==> config.mk <==
export PLATFORM = sky130hd
export DESIGN_NAME = hms_bcd_counter
export DESIGN_NICKNAME = d
export VERILOG_FILES = /design/src/rtl/hms_bcd_counter.sv
export SDC_FILE = /design/constraint.sdc
export NUM_CORES = 1
export LEC_CHECK = 0
export CAP_MARGIN = 20
export CELL_PAD_IN_SITES_DETAIL_PLACEMENT = 1
export CELL_PAD_IN_SITES_GLOBAL_PLACEMENT = 1
export CORE_ASPECT_RATIO = 1.25
export CORE_MARGIN = 2
export CORE_UTILIZATION = 40
export CTS_CLUSTER_SIZE = 30
export DETAILED_ROUTE_END_ITERATION = 16
export PLACE_DENSITY = 0.78
export SYNTH_ARGS = -nofsm -noshare
export SYNTH_HDL_FRONTEND = slang
export SYNTH_SLANG_ARGS = --single-unit
==> constraint.sdc <==
create_clock -name CP -period 2.6 [get_ports CP]
set_clock_uncertainty 0.15 [all_clocks]
set_input_delay 0.65 -clock CP [delete_from_list [all_inputs] [get_ports CP]]
set_output_delay 0.65 -clock CP [all_outputs]
set_load 0.05 [all_outputs]
==> src/rtl/hms_bcd_counter.sv <==
// Time-of-day BCD counter: prescaled seconds (mod-60), minutes (mod-60), hours (mod-24).
// Define MANUAL_SET_EN to honour the set_min/set_hour manual-adjust inputs.
module hms_bcd_counter #(
  parameter int unsigned TICK_DIV = 1
) (
  input  logic       CP,
  input  logic       reset,
  input  logic       EN,
  input  logic       set_min,
  input  logic       set_hour,
  output logic [7:0] Sec,
  output logic [7:0] Min,
  output logic [3:0] CntH,
  output logic [3:0] CntL,
  output logic       sec_co,
  output logic       min_co,
  output logic       day_co
);

  localparam logic [15:0] TERM = 16'(TICK_DIV - 1);

  logic [15:0] pcnt;
  logic        tick;
  logic        set_m, set_h;

`ifdef MANUAL_SET_EN
  assign set_m = set_min;
  assign set_h = set_hour;
`else
  logic unused_set;
  assign unused_set = set_min ^ set_hour;
  assign set_m      = 1'b0;
  assign set_h      = 1'b0;
`endif

  function automatic logic [7:0] inc60(input logic [7:0] v);
    if (v[3:0] == 4'd9) begin
      if (v[7:4] == 4'd5) return 8'h00;
      return {v[7:4] + 4'd1, 4'd0};
    end
    return {v[7:4], v[3:0] + 4'd1};
  endfunction

  function automatic logic [7:0] inc24(input logic [7:0] v);
    if (v == 8'h23)       return 8'h00;
    if (v[3:0] == 4'd9)   return {v[7:4] + 4'd1, 4'd0};
    return {v[7:4], v[3:0] + 4'd1};
  endfunction

  assign tick   = EN && (pcnt == TERM);
  assign sec_co = tick && (Sec == 8'h59);
  assign min_co = sec_co && (Min == 8'h59);
  assign day_co = min_co && ({CntH, CntL} == 8'h23);

  // A set and a carry landing in the same cycle still advance the digit by one.
  always_ff @(posedge CP) begin
    if (!reset) begin
      pcnt <= '0;
      Sec  <= '0;
      Min  <= '0;
      CntH <= '0;
      CntL <= '0;
    end else begin
      if (EN)                pcnt <= tick ? 16'd0 : pcnt + 16'd1;
      if (tick)              Sec  <= inc60(Sec);
      if (sec_co || set_m)   Min  <= inc60(Min);
      if (min_co || set_h)   {CntH, CntL} <= inc24({CntH, CntL});
    end
  end

endmodule

==> impl_summary.log, run 1 <==
INFO  metric run_status = complete, but fails checks
INFO  metric violations = setup timing
INFO  metric ir_drop = approximately 0.40 mV
INFO  metric synth_top_family_by_area = simple AND/OR/NAND/NOR gates
INFO  metric timing.final.hold_violations = 0
INFO  metric global_route.usage.met2 = 0.3724
INFO  metric count_of_unique_library_cells_instantiated_by_yosys = 52
INFO  metric worstReg2RegEnd = CntL[2]
INFO  metric grt_antenna_before_repair = 0
INFO  metric cts_tree = yes
INFO  metric route.antenna.remaining_nets = 0
INFO  metric std_cell_core_area = roughly 5000 µm²
INFO  metric ff2ff_path_depth = 8
INFO  metric synth_compound_gate_area_share = 0.1315
INFO  metric worst_path_largest_cell_delay = between 0.3 and 0.4 ns
INFO  metric global_route.usage.met3 = 0.03995
INFO  metric crit_fanout = 3
INFO  metric wirelength = just under 6 mm
INFO  metric post_synth_xor_area_fraction = 0.04909
INFO  metric critPathArrivalTime = ~1.8 ns
INFO  metric tightestPinTransition = between 0.5 and 0.6 ns
INFO  metric fmax = roughly 380 MHz
INFO  metric synth_warnings = 0
INFO  metric post_synth_edffs = 0
INFO  metric rsz0062_at_grt = yes
INFO  metric drt_drc_violations_left = 0
INFO  metric cts_htree_levels = 2
INFO  metric worst_hold_startpoint = Sec[4]
INFO  metric post_synth_instance_area = 2141 µm²
INFO  metric worstHoldEndpoint = Sec[4]
INFO  metric filler_cell_count = slightly above 600
INFO  metric fp.dieArea = ~6000 µm²
INFO  metric power.density = roughly 440 nW/µm²
INFO  metric detail_route.first_pass.iterations = 4
INFO  metric layout_worst_path_cycle_share = 1.012
INFO  metric finalPower = 1.265 mW
INFO  metric static-leakage-power = just over 1 nW
INFO  metric sequential_cell_area_fraction_in_the_yosys_report = 0.3741
INFO  metric timing.hold.worst_path_depth = 2
INFO  metric max_cap_violations = 0
INFO  metric clock_tree.root_cell = sky130_fd_sc_hd__clkbuf_8
INFO  metric synthCells = around 250
INFO  metric row_count = 29
INFO  metric r2r_start = pcnt[1]
INFO  metric worst_path_slowest_cell = sky130_fd_sc_hd__dfxtp_2
INFO  metric min_period = between 2 and 3 ns
INFO  metric grt_overflow_total = 0
INFO  metric final_cell_count_no_fill = approximately 360
INFO  metric ff2ff_setup_slack = ~0.37 ns
INFO  metric met1_usage = 0.2378
INFO  metric hold_class = flop to flop
INFO  metric grt.busiest_layer = met2
INFO  metric grt_pass1_wl = slightly below 10 mm
INFO  metric detailedPlacementHpwl = 3.979 mm
INFO  metric crit_path_cell_trace = inv_2 -> ha_4 -> nor4b_4 -> buf_4 -> nand4_4 -> or2_4 -> nor2_4 -> buf_12
INFO  metric worst_ep_required_time = between 1.5 and 2 ns
INFO  metric io-pin-count = 32
INFO  metric nets = slightly above 300
INFO  metric detail_route.wl_per_cell = roughly 16 µm
INFO  metric synth-adder-area-share = 0.03507
INFO  metric cts_buffers = 5
INFO  metric crit_path_end_kind = output port
INFO  metric setup.worst_path.class = flop to output port
INFO  metric vias_per_cell = ~5.7
INFO  metric numClockSinks = 40
INFO  metric synth.ff_latch_count = 40
INFO  metric cp-start-kind = flop
INFO  metric muxShareOfSynthArea = 0.02805
INFO  metric global_route.usage.total = 0.2065
INFO  metric initialDrtViolationCount = 85
INFO  metric syn_nets = 259
INFO  metric antenna_cells_inserted = 0
INFO  metric worst_skew_pair.late_latency = about 0.31 ns
INFO  metric grt_pass1_vias = slightly above 2000
INFO  metric portBuffers = 29
INFO  metric synth.avg_cell_area = about 8.6 µm²
INFO  metric grt_start_max_net_pins = 31
INFO  metric area_delta_synth_final = 33.49%
INFO  metric ys_async_sr_fraction = 0
INFO  metric max-slew-margin-rel = 0.6600
INFO  metric layout-drive-gt1-share = 0.2068
INFO  metric cts-root-to-sink-buffers = 2
INFO  metric gp_congestion = 0.7524
INFO  metric setup_viol = 1
INFO  metric initial_core_util = 0.4184
INFO  metric worst_setup_slack_after_layout = -0.03092 ns
INFO  metric synthSimpleGateAreaFrac = 0.3355
INFO  metric clkTransAtPathRegs = roughly 0.090 ns
INFO  metric placed_cells_incl_taps = between 300 and 400
INFO  metric timing_max_transition_violations_final = 0
INFO  metric chipHeight = roughly 86 µm
INFO  metric floorplan.die.width = just under 70 µm
INFO  metric vias = 2047
INFO  metric synth-main-ff-cell = sky130_fd_sc_hd__dfxtp_1
==> placed cells by master, fill, tap and decap left out, drive strengths merged, types with 3 or more instances in the layout <==
cell type	synthesis	layout
nand2b	5	5
buf	5	27
or3	8	8
and4	5	5
or4	6	6
nand3	13	13
nand4b	3	3
inv	12	12
mux2i	6	6
o22ai	3	3
nor4bb	3	3
xnor2	4	4
nand2	24	24
nand3b	3	3
o311ai	3	3
o31ai	3	3
nor2	16	16
nor4	4	4
clkdlybuf4s50	0	25
clkbuf	8	5
dfxtp	40	40
o21ai	12	12
xor2	8	8
a21oi	10	10
nand4	7	7
ha	6	6
nor2b	5	5
==> where the power goes <==
group	switching (mW)	internal [mW]	leakage, nW
sequential	0.00947	0.618	0.327
clock	0.236	0.284	0.0541
combinational	0.0705	0.0462	0.643
total	0.316	0.949	1.02
==> synth_stat cells, types with 6 or more instances <==
master,n,area share
sky130_fd_sc_hd__clkbuf_1,8,0.014
sky130_fd_sc_hd__xor2_1,8,0.033
sky130_fd_sc_hd__or4_1,6,0.021
sky130_fd_sc_hd__inv_1,12,0.021
sky130_fd_sc_hd__or3_1,8,0.023
sky130_fd_sc_hd__nand4_1,6,0.018
sky130_fd_sc_hd__o21ai_0,10,0.023
sky130_fd_sc_hd__nor2_1,16,0.028
sky130_fd_sc_hd__nand2_1,24,0.042
sky130_fd_sc_hd__ha_1,6,0.035
sky130_fd_sc_hd__a21oi_1,10,0.023
sky130_fd_sc_hd__nand3_1,13,0.030
sky130_fd_sc_hd__mux2i_1,6,0.028
sky130_fd_sc_hd__dfxtp_1,40,0.37
==> worst max-delay path, delay by kind of cell, from the launching register on <==
kind	cells	cell delay (ns)
buffers and inverters	3	0.37
AND/OR/NAND/NOR	4	0.69
adder cells (fa/ha/maj)	1	0.12
flip-flops	1	0.34
==> flip-flops by register name (all words and copies together) (netlist names) <==
name and cells:
Min 8, CntL 4, CntH 4, Sec 8, pcnt 16
==> worst max-delay path by stage <==
stage / startpoint / endpoint / slack [ns] / depth (start not counted)
5_1_grt: pcnt[1] / day_co / -0.11 / 8
3_5_place_dp: EN / sec_co / -0.49 / 6
3_3_place_gp: EN / sec_co / -0.48 / 6
2_1_floorplan: Sec[2] / min_co / -0.03 / 4
6_report: pcnt[1] / day_co / -0.03 / 8
4_1_cts: pcnt[1] / day_co / 0.0008 / 8
==> layout make-up <==
type                       count  area (µm²)  share of cell area
sequential                    40       812.0              0.2842
multi-input combinational    183        1324              0.4632
clock buffer                   5       68.82             0.02408
timing repair buffer          52       488.0              0.1708
clock inverter                 3       42.54             0.01489
inverter                      12       45.04             0.01576
tap                           62       77.57             0.02715
==> logic make-up after synthesis <==
group	Yosys count
muxes	6
adders and majority gates	6
DFF	40
xor gates and xnor gates	12
AOI/OAI and AO/OA	43
buffers and inverters	25
and+or+nand+nor	116
==> through the flow <==
step | hold slack (ns) | setup WS (ns) | utilization | setup TNS (ns) | instance area, µm²
after floorplan | 0.3119 | -0.02902 | - | -0.02902 | 2168
after global placement | 0.3076 | -0.4803 | 0.5187 | -2.654 | 2654
after CTS | 0.3364 | 0.0007856 | 0.5571 | 0 | 2850
after global routing | 0.3450 | -0.1053 | 0.5586 | -0.1988 | 2858
final | 0.3324 | -0.03092 | 0.5586 | -0.03092 | 2858
after detailed placement | 0.3225 | -0.4938 | 0.5187 | -3.421 | 2654
==> repair_timing <==
item / 4_1_cts / 5_1_grt
pin swaps: 6 / 0
endpoints found under the hold margin: 0 / 0
setup endpoints to repair: 3 / 3
hold buffers: 0 / 0
resized for setup: 18 / 1
setup buffers: 3 / 1
==> routing by layer <==
metal  share of wire  up-vias
met5               0        -
met2            0.54       29
li1                -     1000
met4           0.014        0
met1            0.42     1009
met3           0.024        9
(Power assumes the default switching activity.)
==> run 2, diff against run 1 <==
- CORE_MARGIN: 2 -> 8
- SETUP_SLACK_MARGIN: not set -> 0.02
- TNS_END_PERCENT: not set -> 10
==> run 2 against run 1 <==
The flow still finishes with violations (setup timing); power down 6.5%; core utilization down 1.7 points; register-to-register slack better by 0.02 ns; critical path depth unchanged; sequential power down 0.8%; non-clock buffer count down 1; via count down 0.59%; fmax up 0.23%; cell area up 0.35%; setup slack better by 0.0061 ns; final cell count up 0.28%; clock power down 16%; critical path type unchanged; critical endpoint unchanged; highest routed layer unchanged.
==> impl_summary.log, run 2 (synthesis results as in run 1) <==
INFO  metric layout-drive-gt1-share = 0.2245 (+0.01771)
INFO  metric worst_setup_slack_after_layout = -0.02483 ns (+0.006085 ns)
INFO  metric cts_tree = yes
INFO  metric row_count = 30 (+3.4%)
INFO  metric initialDrtViolationCount = 99 (+16%)
INFO  metric global_route.usage.total = 0.1579 (-0.04857)
INFO  metric tightestPinTransition = 0.5162 ns (+0.007893 ns)
INFO  metric setup.worst_path.class = flop to output port
INFO  metric critPathArrivalTime = 1.82 ns (about the same)
INFO  metric nets = 304 (-0.33%)
INFO  metric min_period = 2.625 ns (-0.006085 ns)
INFO  metric io-pin-count = 32 (unchanged)
INFO  metric timing_max_transition_violations_final = 0 (unchanged)
INFO  metric max-slew-margin-rel = 0.6469 (-0.01310)
INFO  metric reg_top3 = pcnt: 16 flops, Min: 8 flops, Sec: 8 flops
INFO  metric switching_power_of_the_nets = 0.3030 mW (-4.2%)
INFO  metric gp_congestion = 0.8048 (+7.0%)
INFO  metric worst_skew_pair.late_latency = 0.30 ns (about the same)
INFO  metric vias_per_cell = 5.684 (-0.86%)
INFO  metric violations = setup timing
INFO  metric detail_route.wl_per_cell = 17.11 µm (+4.1%)
INFO  metric share_of_power_burned_in_registers = 0.527 (+0.031)
INFO  metric portBuffers = 29 (unchanged)
INFO  metric grt_pass1_wl = 10.12 mm (+1.9%)
INFO  metric final_cell_mix = sky130_fd_sc_hd__dfxtp_1, sky130_fd_sc_hd__clkdlybuf4s50_1, sky130_fd_sc_hd__nand2_1, sky130_fd_sc_hd__buf_4, sky130_fd_sc_hd__nor2_1
INFO  metric grt_start_max_net_pins = 31 (unchanged)
INFO  metric comb_power_share = 0.105 (+0.013)
INFO  metric layout_worst_path_cycle_share = 1.010 (-0.002340)
INFO  metric worst_hold_startpoint = Sec[4]
INFO  metric floorplan.die.width = 81.44 µm (+17%)
INFO  metric cp-start-kind = flop
INFO  metric fmax = 381.0 MHz (+0.23%)
INFO  metric r2r_start = pcnt[1]
INFO  metric hold_class = flop to flop
INFO  metric grt_antenna_before_repair = 0 (unchanged)
INFO  metric grt_overflow_total = 0 (unchanged)
INFO  metric crit_fanout = 3 (unchanged)
INFO  metric detailedPlacementHpwl = 4.292 mm (+7.9%)
INFO  metric run_status = complete, but fails checks
INFO  metric switching_share = 0.2562 (+0.006177)
INFO  metric flip_flop_count_of_the_largest_register_all_copies_and_words_added = 16 (unchanged)
INFO  metric route.antenna.remaining_nets = 0 (unchanged)
INFO  metric clock_tree.root_cell = sky130_fd_sc_hd__clkbuf_8
INFO  metric cts_htree_levels = 2 (unchanged)
INFO  metric crit_start = pcnt[1]
INFO  metric static-leakage-power = 1.014 nW (-0.99%)
INFO  metric drt_drc_violations_left = 0 (unchanged)
INFO  metric place_worst_setup_slack = -0.5009 ns (-0.007036 ns)
INFO  metric worst_ep_required_time = 1.80 ns (about the same)
INFO  metric grt_pass1_vias = 2059 (-0.96%)
INFO  metric std_cell_core_area = 5293 µm² (+3.4%)
INFO  metric intPower = 0.8799 mW (-7.3%)
INFO  metric wirelength = 6.126 mm (+4.4%)
INFO  metric clkTransAtPathRegs = 0.09 ns (about the same)
INFO  metric cts_buffers = 5 (unchanged)
INFO  metric vias = 2035 (-0.59%)
INFO  metric final_common_cell = sky130_fd_sc_hd__dfxtp_1
INFO  metric crit_path_end_kind = output port
INFO  metric cts-root-to-sink-buffers = 2 (unchanged)
INFO  metric antenna_cells_inserted = 0 (unchanged)
INFO  metric setup-tns-final = -0.02483 ns (+0.006085 ns)
INFO  metric largest-register = pcnt
INFO  metric numClockSinks = 40 (unchanged)
INFO  metric area_delta_synth_final = 33.96%
INFO  metric timing.hold.ws = 0.3300 ns (-0.002387 ns)
INFO  metric setup_viol = 1 (unchanged)
INFO  metric ir_drop = 0.2491 mV (-38%)
INFO  metric rsz0062_at_grt = yes
INFO  metric pwr-share-clk = 0.368 (-0.043)
INFO  metric power.density = 412.5 nW/µm² (-6.8%)
INFO  metric chipHeight = 97.79 µm (+14%)
INFO  metric max_cap_violations = 0 (unchanged)
INFO  metric initial_core_util = 0.4045 (-0.01395)
INFO  metric fp.dieArea = 7964 µm² (+34%)
INFO  metric timing.final.hold_violations = 0 (unchanged)
INFO  metric detail_route.first_pass.iterations = 4 (unchanged)
-- run 2: cell types whose count changed in the layout (fill, tap and decap cells not counted), moves of 2 or more --
cell                       previous run  this run
sky130_fd_sc_hd__nor4bb_2             0         2
sky130_fd_sc_hd__buf_4               23        21
sky130_fd_sc_hd__dfxtp_1             31        26
sky130_fd_sc_hd__nor4bb_1             3         1
sky130_fd_sc_hd__dfxtp_2              9        13
-- run 2: metal layers --
metal / vias to the layer above / global-route usage / part of all wire
li1: 1000 / - / -
met1: 1001 / 0.1779 / 0.42
met2: 26 / 0.2805 / 0.54
met3: 8 / 0.02941 / 0.033
met4: 0 / 0.05517 / 0.012
met5: - / 0 / 0
-- run 2: worst max-delay path: stages (launching register included) --
cell and delay, ns:
sky130_fd_sc_hd__dfxtp_2 0.34, sky130_fd_sc_hd__inv_2 0.06, sky130_fd_sc_hd__ha_4 0.12, sky130_fd_sc_hd__nor4b_4 0.22, sky130_fd_sc_hd__buf_4 0.17, sky130_fd_sc_hd__nand4_4 0.07
sky130_fd_sc_hd__or2_4 0.30, sky130_fd_sc_hd__nor2_4 0.11, sky130_fd_sc_hd__buf_12 0.14
-- run 2: timing repair --
action,4_1_cts,5_1_grt
setup buffers,6,0
pin swaps,8,2
gates resized for setup,21,1
hold buffers,0,0
setup endpoints to repair,4,3
-- run 2: worst paths after layout --
kind	to	slack (ns)	cells after the start
setup / recovery	day_co	-0.02	8
hold / removal	Sec[4]	0.33	2
hold reg to reg	Sec[4]	0.33	2
setup reg to reg	Min[6]	0.39	8
-- run 2: final cells by class --
type | count | area (µm²)
timing repair buffer | 51 | 499.2
clock inverter | 2 | 10.01
clock buffer | 6 | 82.58
fill | 641 | 2425
sequential | 40 | 820.8
inverter | 12 | 48.80
tap | 64 | 80.08
multi-input combinational | 183 | 1326
-- run 2: power groups by stage --
stage          registers (mW)  logic [mW]  clock network, mW
2_1_floorplan           0.649      0.0539                  0
3_3_place_gp            0.638       0.105                  0
3_5_place_dp            0.639       0.107                  0
4_1_cts                 0.623       0.121              0.448
5_1_grt                 0.624       0.136              0.471
6_report                0.623       0.124              0.436
-- run 2: metrics by stage --
step / area [µm²] / power, mW / util / instances
after CTS: 2861 / 1.192 / 0.5407 / 358
after global placement: 2654 / 0.7430 / 0.5014 / 344
final: 2868 / 1.183 / 0.5418 / 358
after global routing: 2868 / 1.231 / 0.5418 / 358
after floorplan: 2176 / 0.7034 / - / 248
after detailed placement: 2654 / 0.7463 / 0.5014 / 344
